File: src/rtl/pipe_scheduler.sv
// pipe_scheduler
//   Game-side controller for the VGA pipe layer. Keeps NUM_PIPES scrolling
//   pipes; on every accepted frame_tick it sweeps the pipes one per cycle,
//   moving each left by SPEED, respawning any pipe that leaves the screen with
//   a pseudo-random gap height, and scoring pipes that slide past the bird.
//
// Ports
//   board_clk    in   system clock
//   reset        in   asynchronous, active-high
//   frame_tick   in   1-cycle pulse per frame (vsync start)
//   start        in   start / restart game (level, sampled each cycle)
//   halt         in   collision or stop request
//   pipe_x       out  {x3,x2,x1,x0}, 11-bit left edges; x >= SCREEN_W is off-screen
//   gap_top      out  {g3,g2,g1,g0}, 9-bit gap top rows
//   running      out  high in RUN and UPDATE
//   busy         out  high while a sweep is in progress (geometry unstable)
//   score        out  pipes passed, saturating at 255
//   score_pulse  out  1-cycle pulse per passed pipe
//   tick_overrun out  1-cycle pulse, one cycle after a frame_tick dropped mid-sweep
//
// Frame handshake: frame_tick is accepted only in RUN (and only if halt is low
// in that same cycle). Once accepted, busy is high for exactly NUM_PIPES
// cycles starting the next cycle; a frame_tick that arrives while busy is
// dropped and reported on tick_overrun. When busy falls, all geometry is final.
module pipe_scheduler #(
  parameter int          NUM_PIPES    = 4,
  parameter int          SCREEN_W     = 640,
  parameter int          PIPE_W       = 40,
  parameter int          PIPE_SPACING = 160,
  parameter int          GAP_H        = 120,
  parameter int          GAP_MIN      = 60,
  parameter int          SPEED        = 2,
  parameter int          BIRD_X       = 160,
  parameter logic [15:0] LFSR_SEED    = 16'hACE1
) (
  input  logic        board_clk,
  input  logic        reset,
  input  logic        frame_tick,
  input  logic        start,
  input  logic        halt,
  output logic [43:0] pipe_x,
  output logic [35:0] gap_top,
  output logic        running,
  output logic        busy,
  output logic [7:0]  score,
  output logic        score_pulse,
  output logic        tick_overrun
);

  // Parameter sanity: the port widths assume four pipes, the sweep assumes a
  // pipe cannot skip a whole pitch in one frame, and the gap must fit on screen.
  if (NUM_PIPES != 4) begin : g_bad_num_pipes
    $error("pipe_scheduler: NUM_PIPES must be 4");
  end
  if (SPEED < 1 || SPEED >= PIPE_SPACING) begin : g_bad_speed
    $error("pipe_scheduler: SPEED must be in 1..PIPE_SPACING-1");
  end
  if (GAP_MIN + 127 + GAP_H > 511) begin : g_bad_gap
    $error("pipe_scheduler: gap does not fit 9-bit rows");
  end
  if (LFSR_SEED == 16'h0000) begin : g_bad_seed
    $error("pipe_scheduler: LFSR_SEED must be nonzero");
  end

  localparam logic [1:0]  LAST_IDX  = 2'(NUM_PIPES - 1);
  localparam logic [10:0] SPEED_X   = 11'(SPEED);
  localparam logic [10:0] WRAP_X    = 11'(NUM_PIPES * PIPE_SPACING - SPEED);
  localparam logic [11:0] PIPE_W_X  = 12'(PIPE_W);
  localparam logic [11:0] BIRD_X_X  = 12'(BIRD_X);
  localparam logic [8:0]  GAP_MIN_G = 9'(GAP_MIN);
  localparam logic [15:0] LFSR_TAPS = 16'hB400;

  typedef enum logic [1:0] {
    ST_IDLE   = 2'd0,
    ST_RUN    = 2'd1,
    ST_UPDATE = 2'd2,
    ST_HALTED = 2'd3
  } state_t;

  state_t      state_q, state_d;
  logic [1:0]  idx_q;
  logic        halt_seen_q;
  logic [10:0] x_q [NUM_PIPES];
  logic [8:0]  g_q [NUM_PIPES];
  logic [15:0] lfsr_q;
  logic [7:0]  score_q;
  logic        score_pulse_q;
  logic        overrun_q;

  logic        reinit;
  logic        sweep_start;

  // ---------------------------------------------------------------- FSM
  always_ff @(posedge board_clk or posedge reset) begin
    if (reset) begin
      state_q <= ST_IDLE;
    end else begin
      state_q <= state_d;
    end
  end

  always_comb begin
    state_d     = state_q;
    reinit      = 1'b0;
    sweep_start = 1'b0;
    case (state_q)
      ST_IDLE, ST_HALTED: begin
        if (start) begin
          state_d = ST_RUN;
          reinit  = 1'b1;
        end
      end
      ST_RUN: begin
        // halt wins over a same-cycle tick; that tick is simply lost.
        if (halt) begin
          state_d = ST_HALTED;
        end else if (frame_tick) begin
          state_d     = ST_UPDATE;
          sweep_start = 1'b1;
        end
      end
      ST_UPDATE: begin
        // The sweep always completes; a halt seen anywhere in it (including
        // the last cycle) is honoured only once all pipes are consistent.
        if (idx_q == LAST_IDX) begin
          state_d = (halt_seen_q || halt) ? ST_HALTED : ST_RUN;
        end
      end
      default: state_d = ST_IDLE;
    endcase
  end

  // ---------------------------------------------------- per-pipe update
  logic [10:0] cur_x;
  logic [10:0] next_x;
  logic        respawn;
  logic        passed;
  logic [15:0] lfsr_next;
  logic [8:0]  new_gap;

  always_comb begin
    cur_x     = x_q[idx_q];
    respawn   = (cur_x < SPEED_X);
    next_x    = respawn ? (cur_x + WRAP_X) : (cur_x - SPEED_X);
    // Right edge was past the bird and is now at or behind it.
    passed    = !respawn &&
                (({1'b0, cur_x} + PIPE_W_X) > BIRD_X_X) &&
                (({1'b0, next_x} + PIPE_W_X) <= BIRD_X_X);
    // Galois LFSR, shift right; gap uses the value before the step.
    lfsr_next = {1'b0, lfsr_q[15:1]} ^ (lfsr_q[0] ? LFSR_TAPS : 16'h0000);
    new_gap   = GAP_MIN_G + {2'b00, lfsr_q[6:0]};
  end

  always_ff @(posedge board_clk or posedge reset) begin
    if (reset) begin
      for (int i = 0; i < NUM_PIPES; i++) begin
        x_q[i] <= 11'(SCREEN_W + i * PIPE_SPACING);
        g_q[i] <= GAP_MIN_G;
      end
      lfsr_q        <= LFSR_SEED;
      score_q       <= 8'd0;
      idx_q         <= 2'd0;
      halt_seen_q   <= 1'b0;
      score_pulse_q <= 1'b0;
      overrun_q     <= 1'b0;
    end else begin
      score_pulse_q <= 1'b0;
      overrun_q     <= frame_tick && (state_q == ST_UPDATE);
      if (reinit) begin
        for (int i = 0; i < NUM_PIPES; i++) begin
          x_q[i] <= 11'(SCREEN_W + i * PIPE_SPACING);
          g_q[i] <= GAP_MIN_G;
        end
        lfsr_q      <= LFSR_SEED;
        score_q     <= 8'd0;
        idx_q       <= 2'd0;
        halt_seen_q <= 1'b0;
      end else if (sweep_start) begin
        idx_q       <= 2'd0;
        halt_seen_q <= 1'b0;
      end else if (state_q == ST_UPDATE) begin
        x_q[idx_q] <= next_x;
        if (respawn) begin
          g_q[idx_q] <= new_gap;
          lfsr_q     <= lfsr_next;
        end
        if (passed) begin
          score_pulse_q <= 1'b1;
          if (score_q != 8'hFF) begin
            score_q <= score_q + 8'd1;
          end
        end
        idx_q       <= idx_q + 2'd1;
        halt_seen_q <= halt_seen_q | halt;
      end
    end
  end

  // ------------------------------------------------------------ outputs
  for (genvar i = 0; i < NUM_PIPES; i++) begin : g_pack
    assign pipe_x[i*11 +: 11] = x_q[i];
    assign gap_top[i*9 +: 9]  = g_q[i];
  end

  assign running      = (state_q == ST_RUN) || (state_q == ST_UPDATE);
  assign busy         = (state_q == ST_UPDATE);
  assign score        = score_q;
  assign score_pulse  = score_pulse_q;
  assign tick_overrun = overrun_q;

endmodule
File: config.mk
export PLATFORM = sky130hd
export DESIGN_NAME = pipe_scheduler
export DESIGN_NICKNAME = d
export VERILOG_FILES = /design/src/rtl/pipe_scheduler.sv
export SDC_FILE = /design/constraint.sdc
export NUM_CORES = 1
export LEC_CHECK = 0
export ABC_AREA = 1
export CAP_MARGIN = 20
export CORE_ASPECT_RATIO = 1.75
export CORE_UTILIZATION = 39
export CTS_CLUSTER_DIAMETER = 150
export DETAILED_ROUTE_END_ITERATION = 10
export PLACE_DENSITY = 0.65
export SLEW_MARGIN = 20
export SYNTH_ARGS = -nofsm -noshare
export SYNTH_HDL_FRONTEND = slang
export SYNTH_SLANG_ARGS = --single-unit
File: constraint.sdc
create_clock -name board_clk -period 4.1 [get_ports board_clk]
set_input_delay 0.615 -clock board_clk [delete_from_list [all_inputs] [get_ports board_clk]]
set_output_delay 0.615 -clock board_clk [all_outputs]
set_load 0.01 [all_outputs]
==> impl_metrics.json, run 1 <==
{
  "start_kind": "register",
  "cts-hold-fix-buffers": 0,
  "timing_hold_violations_final": 0,
  "ys_seq_area_frac": 0.490,
  "cts_root_buf": "clkbuf_16",
  "drtIter0Drc": 258,
  "setup_tns_ns": 0,
  "worst_slack_ns": 1.03,
  "drtAntennaViolNets": 0,
  "clock_latency_ns": 0.36,
  "cts_buffer_depth": 2,
  "port_buffers": 92,
  "crit_slowest_cell": "o21ai_2",
  "final_common_cell": "nand2_1",
  "async_reset_ff_frac": 1.00,
  "path_cells": "buf_4, inv_2, nand3_2, nand2_2, ha_1, inv_1, nand2_1, nand2_1, nand3b_4, nor2_4, nand3_4, inv_4, nand2_4, o21ai_2, mux2_2",
  "grt_use_total": 0.220,
  "initial_core_util": 0.399,
  "clkTransAtPathRegs_ns": 0.07,
  "area_growth_pct": 25.6,
  "cts_made_buffers": 9,
  "dp_hpwl_mm": 11.9,
  "finalSetupViolations": 0,
  "cp_common_cell": "nand2_1",
  "cp-end-kind": "register",
  "rows": 57,
  "crit_family": "simple AND/OR/NAND/NOR gates",
  "hp-class": "reg -> reg",
  "worst_pin_slew_ns": 0.873,
  "max_freq_mhz": 325,
  "final_util": 0.502,
  "avgSynthCellArea_sq_um": 8.59,
  "die_area_sq_mm": 0.0147,
  "critPathBufInv": 4,
  "synth_cells": 646,
  "ys_ff_latch": 107,
  "critPathArrivalTime_ns": 3.36,
  "rsz0062_at_grt": "no",
  "leakage_nw": 3.21,
  "status": "finished clean",
  "grt_pass1_wl_mm": 24.7,
  "dp_cells": 910,
  "drt-total-wl_mm": 15.7,
  "nFillCells": 1340,
  "grt_pass1_vias": 4710,
  "antenna_found_initial": 0,
  "synth.cell_area_sq_mm": 0.00555,
  "drv_cap": 0,
  "cts.sinks": 107,
  "wl_per_cell_um": 17.0,
  "timing.final.crit_share": 0.750,
  "cts_tree": "done",
  "final_cell_mix": "170 x nand2_1, 92 x clkdlybuf4s50_1, 71 x dfrtp_1",
  "pre_cts_slack_ns": 1.06,
  "grt_overflow": 0,
  "synth_cell_types": 43,
  "irDropWorstVdd_mv": 0.348,
  "cp_max_fo": 16,
  "synth-main-ff-cell": "dfrtp_1",
  "cts-resized-gates": 0,
  "die_w_um": 92.2,
  "core_sq_mm": 0.0139,
  "viasPerCell": 5.14,
  "required_ns": 4.38,
  "synth_edf_count": 0,
  "antenna_cells": 0,
  "period_minus_slack_ns": 3.07,
  "cts_setup_buffers": 0,
  "report.final.slew_viol_count": 0,
  "fin_nets": 762,
  "num_io_pins": 97,
  "grt_max_degree": 71,
  "fin_cells": 926,
  "hold_slack_ns": 0.470,
  "power.density_mw_per_mm2": 762,
  "die_h_um": 160,
  "drc": 0,
  "place.gp.congestion": 0.941,
  "drive_gt1_frac": 0.166,
  "drt-pass1-iter-count": 5,
  "relSlewSlack": 0.418,
  "clock_skew_ns": 0.00752,
  "htree_levels": 3,
  "yosys_warnings": 0,
  "slowest_delay_ns": 0.39,
  "critical_path_class": "reg -> reg",
  "vias": 4757
}
## logic make-up after synthesis
kind of cell / count (synthesis) / share of synthesized area
compound gates: 120 / 0.121
xor+xnor: 10 / 0.0158
fa+ha+maj: 13 / 0.0293
buf+inv: 95 / 0.0805
flops: 107 / 0.490
mux: 1 / 0.00203
other cells: 1 / 0.000675
simple gates: 299 / 0.260
## power by group
part	total, W	switching [W]	internal (W)
Sequential	0.00154	0.000188	0.00135
Clock	0.000954	0.000413	0.000541
Combinational	0.00282	0.00184	0.000978
Total	0.00532	0.00244	0.00287
## per-layer routing
| layer | track usage | wire, um |
|---|---|---|
| met2 | 0.415 | 8660 |
| met5 | 0 | 0 |
| met3 | 0.0319 | 666 |
| met1 | 0.236 | 5850 |
| met4 | 0.0994 | 522 |
## worst paths after layout
check / start / endpoint / slack [ns] / cells past startpoint
setup / recovery: idx_q[1] / gap_top[4] / 1.03 / 15
setup reg to reg: idx_q[1] / gap_top[4] / 1.03 / 15
hold reg to reg: gap_top[22] / gap_top[22] / 0.47 / 2
max in group asynchronous: reset / pipe_x[16] / 2.55 / 3
hold / removal: gap_top[22] / gap_top[22] / 0.47 / 2
min in group asynchronous: reset / idx_q[1] / 0.79 / 2
## metrics by stage
step	cell area (sq um)	power, W
finish	6980	0.00532
detailed placement	6650	0.00437
CTS	6980	0.00533
floorplan	5560	0.00339
global route	6980	0.00566
global placement	6650	0.00432
## final cells by class
cell class | count | area, sq um | share of cell area
timing repair buffer | 102 | 1010 | 0.145
inverter | 77 | 303 | 0.0434
multi-input combinational | 447 | 2390 | 0.343
sequential | 107 | 2720 | 0.390
tap | 177 | 221 | 0.0317
clock inverter | 7 | 101 | 0.0145
clock buffer | 9 | 225 | 0.0323
## worst reg2reg max path: cells and delay by family, from the launching register on
family	cells	cell delay (ns)
mux	1	0.39
compound gates	1	0.39
simple gates	8	0.94
buf+inv	4	0.72
fa+ha+maj	1	0.20
flops	1	0.37
## synth_stat cells (3+ instances only)
library cell  count  area share
a21oi_1          24       0.022
a22oi_1           5      0.0068
o21ai_1           4      0.0036
nor2_1           39       0.026
inv_1            68       0.046
o22ai_1          11       0.012
nand3_4           3      0.0095
nand2_1         170        0.11
nand2_2          15       0.017
o21ai_0          64       0.058
buf_4             7      0.0095
o21ai_2           3      0.0047
nor2_2            4      0.0045
buf_6             5       0.010
inv_2             5      0.0034
dfstp_2          36        0.17
buf_2             3      0.0027
nand4_1           3      0.0034
nor2_4            3      0.0061
ha_1             13       0.029
nand3_2          12       0.022
nand3_1          36       0.032
nand2_4           7       0.014
xor2_1            7       0.011
xnor2_1           3      0.0047
nor3_1            3      0.0027
dfrtp_1          71        0.32
## sequential cells by signal, summed over array words and instances (netlist names)
signal and cells:
tick_overrun 1, idx_q 2, state_q 2, lfsr_q 16, score_pulse 1, halt_seen_q 1
score 8, gap_top 32, pipe_x 44
Note: power is estimated with default switching activity, not from simulation.
==> run 2: changes to the inputs <==
- clock period: 4.1 -> 2.95 ns (I/O delays scaled with it)
==> run 2 against run 1 <==
  * Wire length rose by 1.2%
  * First-iteration DRC count fell by 0.78%
  * Sequential power rose by 40%
  * Global-route usage grew 0.70 points
  * Clock skew grew 0.0011 ns
  * Total power increased by 39%
  * Register-to-register slack got worse by 0.77 ns
  * Largest cell class unchanged
==> impl_metrics.json, run 2 (same netlist as run 1, synthesis figures left out) <==
{
  "cp_max_fo": 21,
  "wl_per_cell_um": 17.0,
  "leakage_nw": 3.24,
  "die_w_um": 92.2,
  "period_minus_slack_ns": 2.70,
  "area_growth_pct": 26.4,
  "port_buffers": 92,
  "die_h_um": 160,
  "critPathBufInv": 4,
  "start_kind": "register",
  "num_io_pins": 97,
  "antenna_cells": 0,
  "vias": 4787,
  "hold_slack_ns": 0.476,
  "status": "finished clean",
  "cp-end-kind": "register",
  "grt_pass1_vias": 4922,
  "cts.sinks": 107,
  "hold_depth": 2,
  "fin_cells": 934,
  "worst_pin_slew_ns": 0.706,
  "drtIter0Drc": 256,
  "path_cells": "buf_4, nand2_1, nand3_2, nand2_2, ha_1, inv_1, nand2_1, nand2_1, nand3b_4, nor2_4, nand3_4, inv_4, nand2_4, nand2_4, o21ai_2, inv_2, nor2_1, a21oi_1",
  "drv_cap": 0,
  "hp-class": "reg -> reg",
  "clock_latency_ns": 0.36,
  "setup_tns_ns": 0,
  "final_common_cell": "nand2_1",
  "reg2reg_depth": 18,
  "grt_overflow": 0,
  "rsz0062_at_grt": "no",
  "viasPerCell": 5.13,
  "power.density_mw_per_mm2": 1050,
  "largest_reg_flops": 44,
  "drive_gt1_frac": 0.176,
  "cp_common_cell": "nand2_1",
  "critPathArrivalTime_ns": 2.99,
  "crit_slowest_cell": "dfrtp_2",
  "cts_buffer_depth": 2,
  "cts-hold-fix-buffers": 0,
  "drtAntennaViolNets": 0,
  "required_ns": 3.24,
  "report.final.slew_viol_count": 0,
  "irDropWorstVdd_mv": 0.730,
  "dp_hpwl_mm": 12.1,
  "relSlewSlack": 0.524,
  "die_area_sq_mm": 0.0147,
  "cts_root_buf": "clkbuf_16",
  "grt_pass1_wl_mm": 25.5,
  "clkTransAtPathRegs_ns": 0.08,
  "place.gp.congestion": 0.914,
  "slowest_delay_ns": 0.48,
  "drc": 0,
  "max_freq_mhz": 371,
  "cts_tree": "done",
  "critical_path_class": "reg -> reg",
  "rows": 57,
  "initial_core_util": 0.399,
  "timing.final.crit_share": 0.914,
  "grt_use_total": 0.227,
  "clock_skew_ns": 0.00860,
  "drt-total-wl_mm": 15.9,
  "cts_made_buffers": 9,
  "drt-pass1-iter-count": 4,
  "crit_family": "simple AND/OR/NAND/NOR gates",
  "core_sq_mm": 0.0139,
  "htree_levels": 3,
  "dp_cells": 918,
  "fin_nets": 770,
  "timing_hold_violations_final": 0,
  "grt_max_degree": 64,
  "final_cell_mix": "170 x nand2_1, 92 x clkdlybuf4s50_1, 70 x dfrtp_1",
  "critical_path_depth": 18,
  "antenna_found_initial": 0,
  "finalSetupViolations": 0
}
-- run 2: layout make-up --
class,instances,area (sq um)
inverter,77,304
timing repair buffer,110,1070
multi-input combinational,447,2390
fill,1301,6890
sequential,107,2720
clock inverter,7,82.6
clock buffer,9,225
tap,177,221
-- run 2: layer usage --
layer | share of wire | vias to the layer above | GRT usage
met1 | 0.36 | 2287 | 0.235
met3 | 0.038 | 49 | 0.0348
met4 | 0.049 | 0 | 0.137
met2 | 0.55 | 161 | 0.419
met5 | 0 | - | 0
li1 | - | 2290 | -
-- run 2: worst paths after layout --
kind	startpoint	end	slack, ns
setup / recovery	idx_q[0]	gap_top[29]	0.25
hold / removal	gap_top[22]	gap_top[22]	0.48
setup reg to reg	idx_q[0]	gap_top[29]	0.25
hold reg to reg	gap_top[22]	gap_top[22]	0.48
max in group asynchronous	reset	gap_top[20]	1.68
min in group asynchronous	reset	tick_overrun	0.50
-- run 2: worst min-delay path: stages, from the launching register on --
cell	delay, ns
dfstp_2	0.37
nand2_1	0.06
nand2_1	0.05
-- run 2: through the flow --
step                power, W   util  instance area [sq um]  setup slack [ns]
floorplan            0.00471      -                   5570             0.561
global placement     0.00607  0.483                   6710             0.142
detailed placement   0.00614  0.483                   6710             0.159
CTS                  0.00744  0.505                   7020             0.196
global route         0.00792  0.505                   7020            0.0189
finish               0.00740  0.505                   7020             0.255
-- run 2: what timing repair did --
action / in CTS / in global routing
endpoints found under the setup margin: 0 / 6
buffers inserted: 0 / 0
resized for setup: 0 / 1
-- run 2: power by group --
part	leakage, nW	switching [W]	total, W	internal (W)
Clock	0.150	0.000600	0.00128	0.000676
Combinational	1.74	0.00255	0.00398	0.00143
Sequential	1.35	0.000266	0.00215	0.00188
Total	3.24	0.00341	0.00740	0.00399
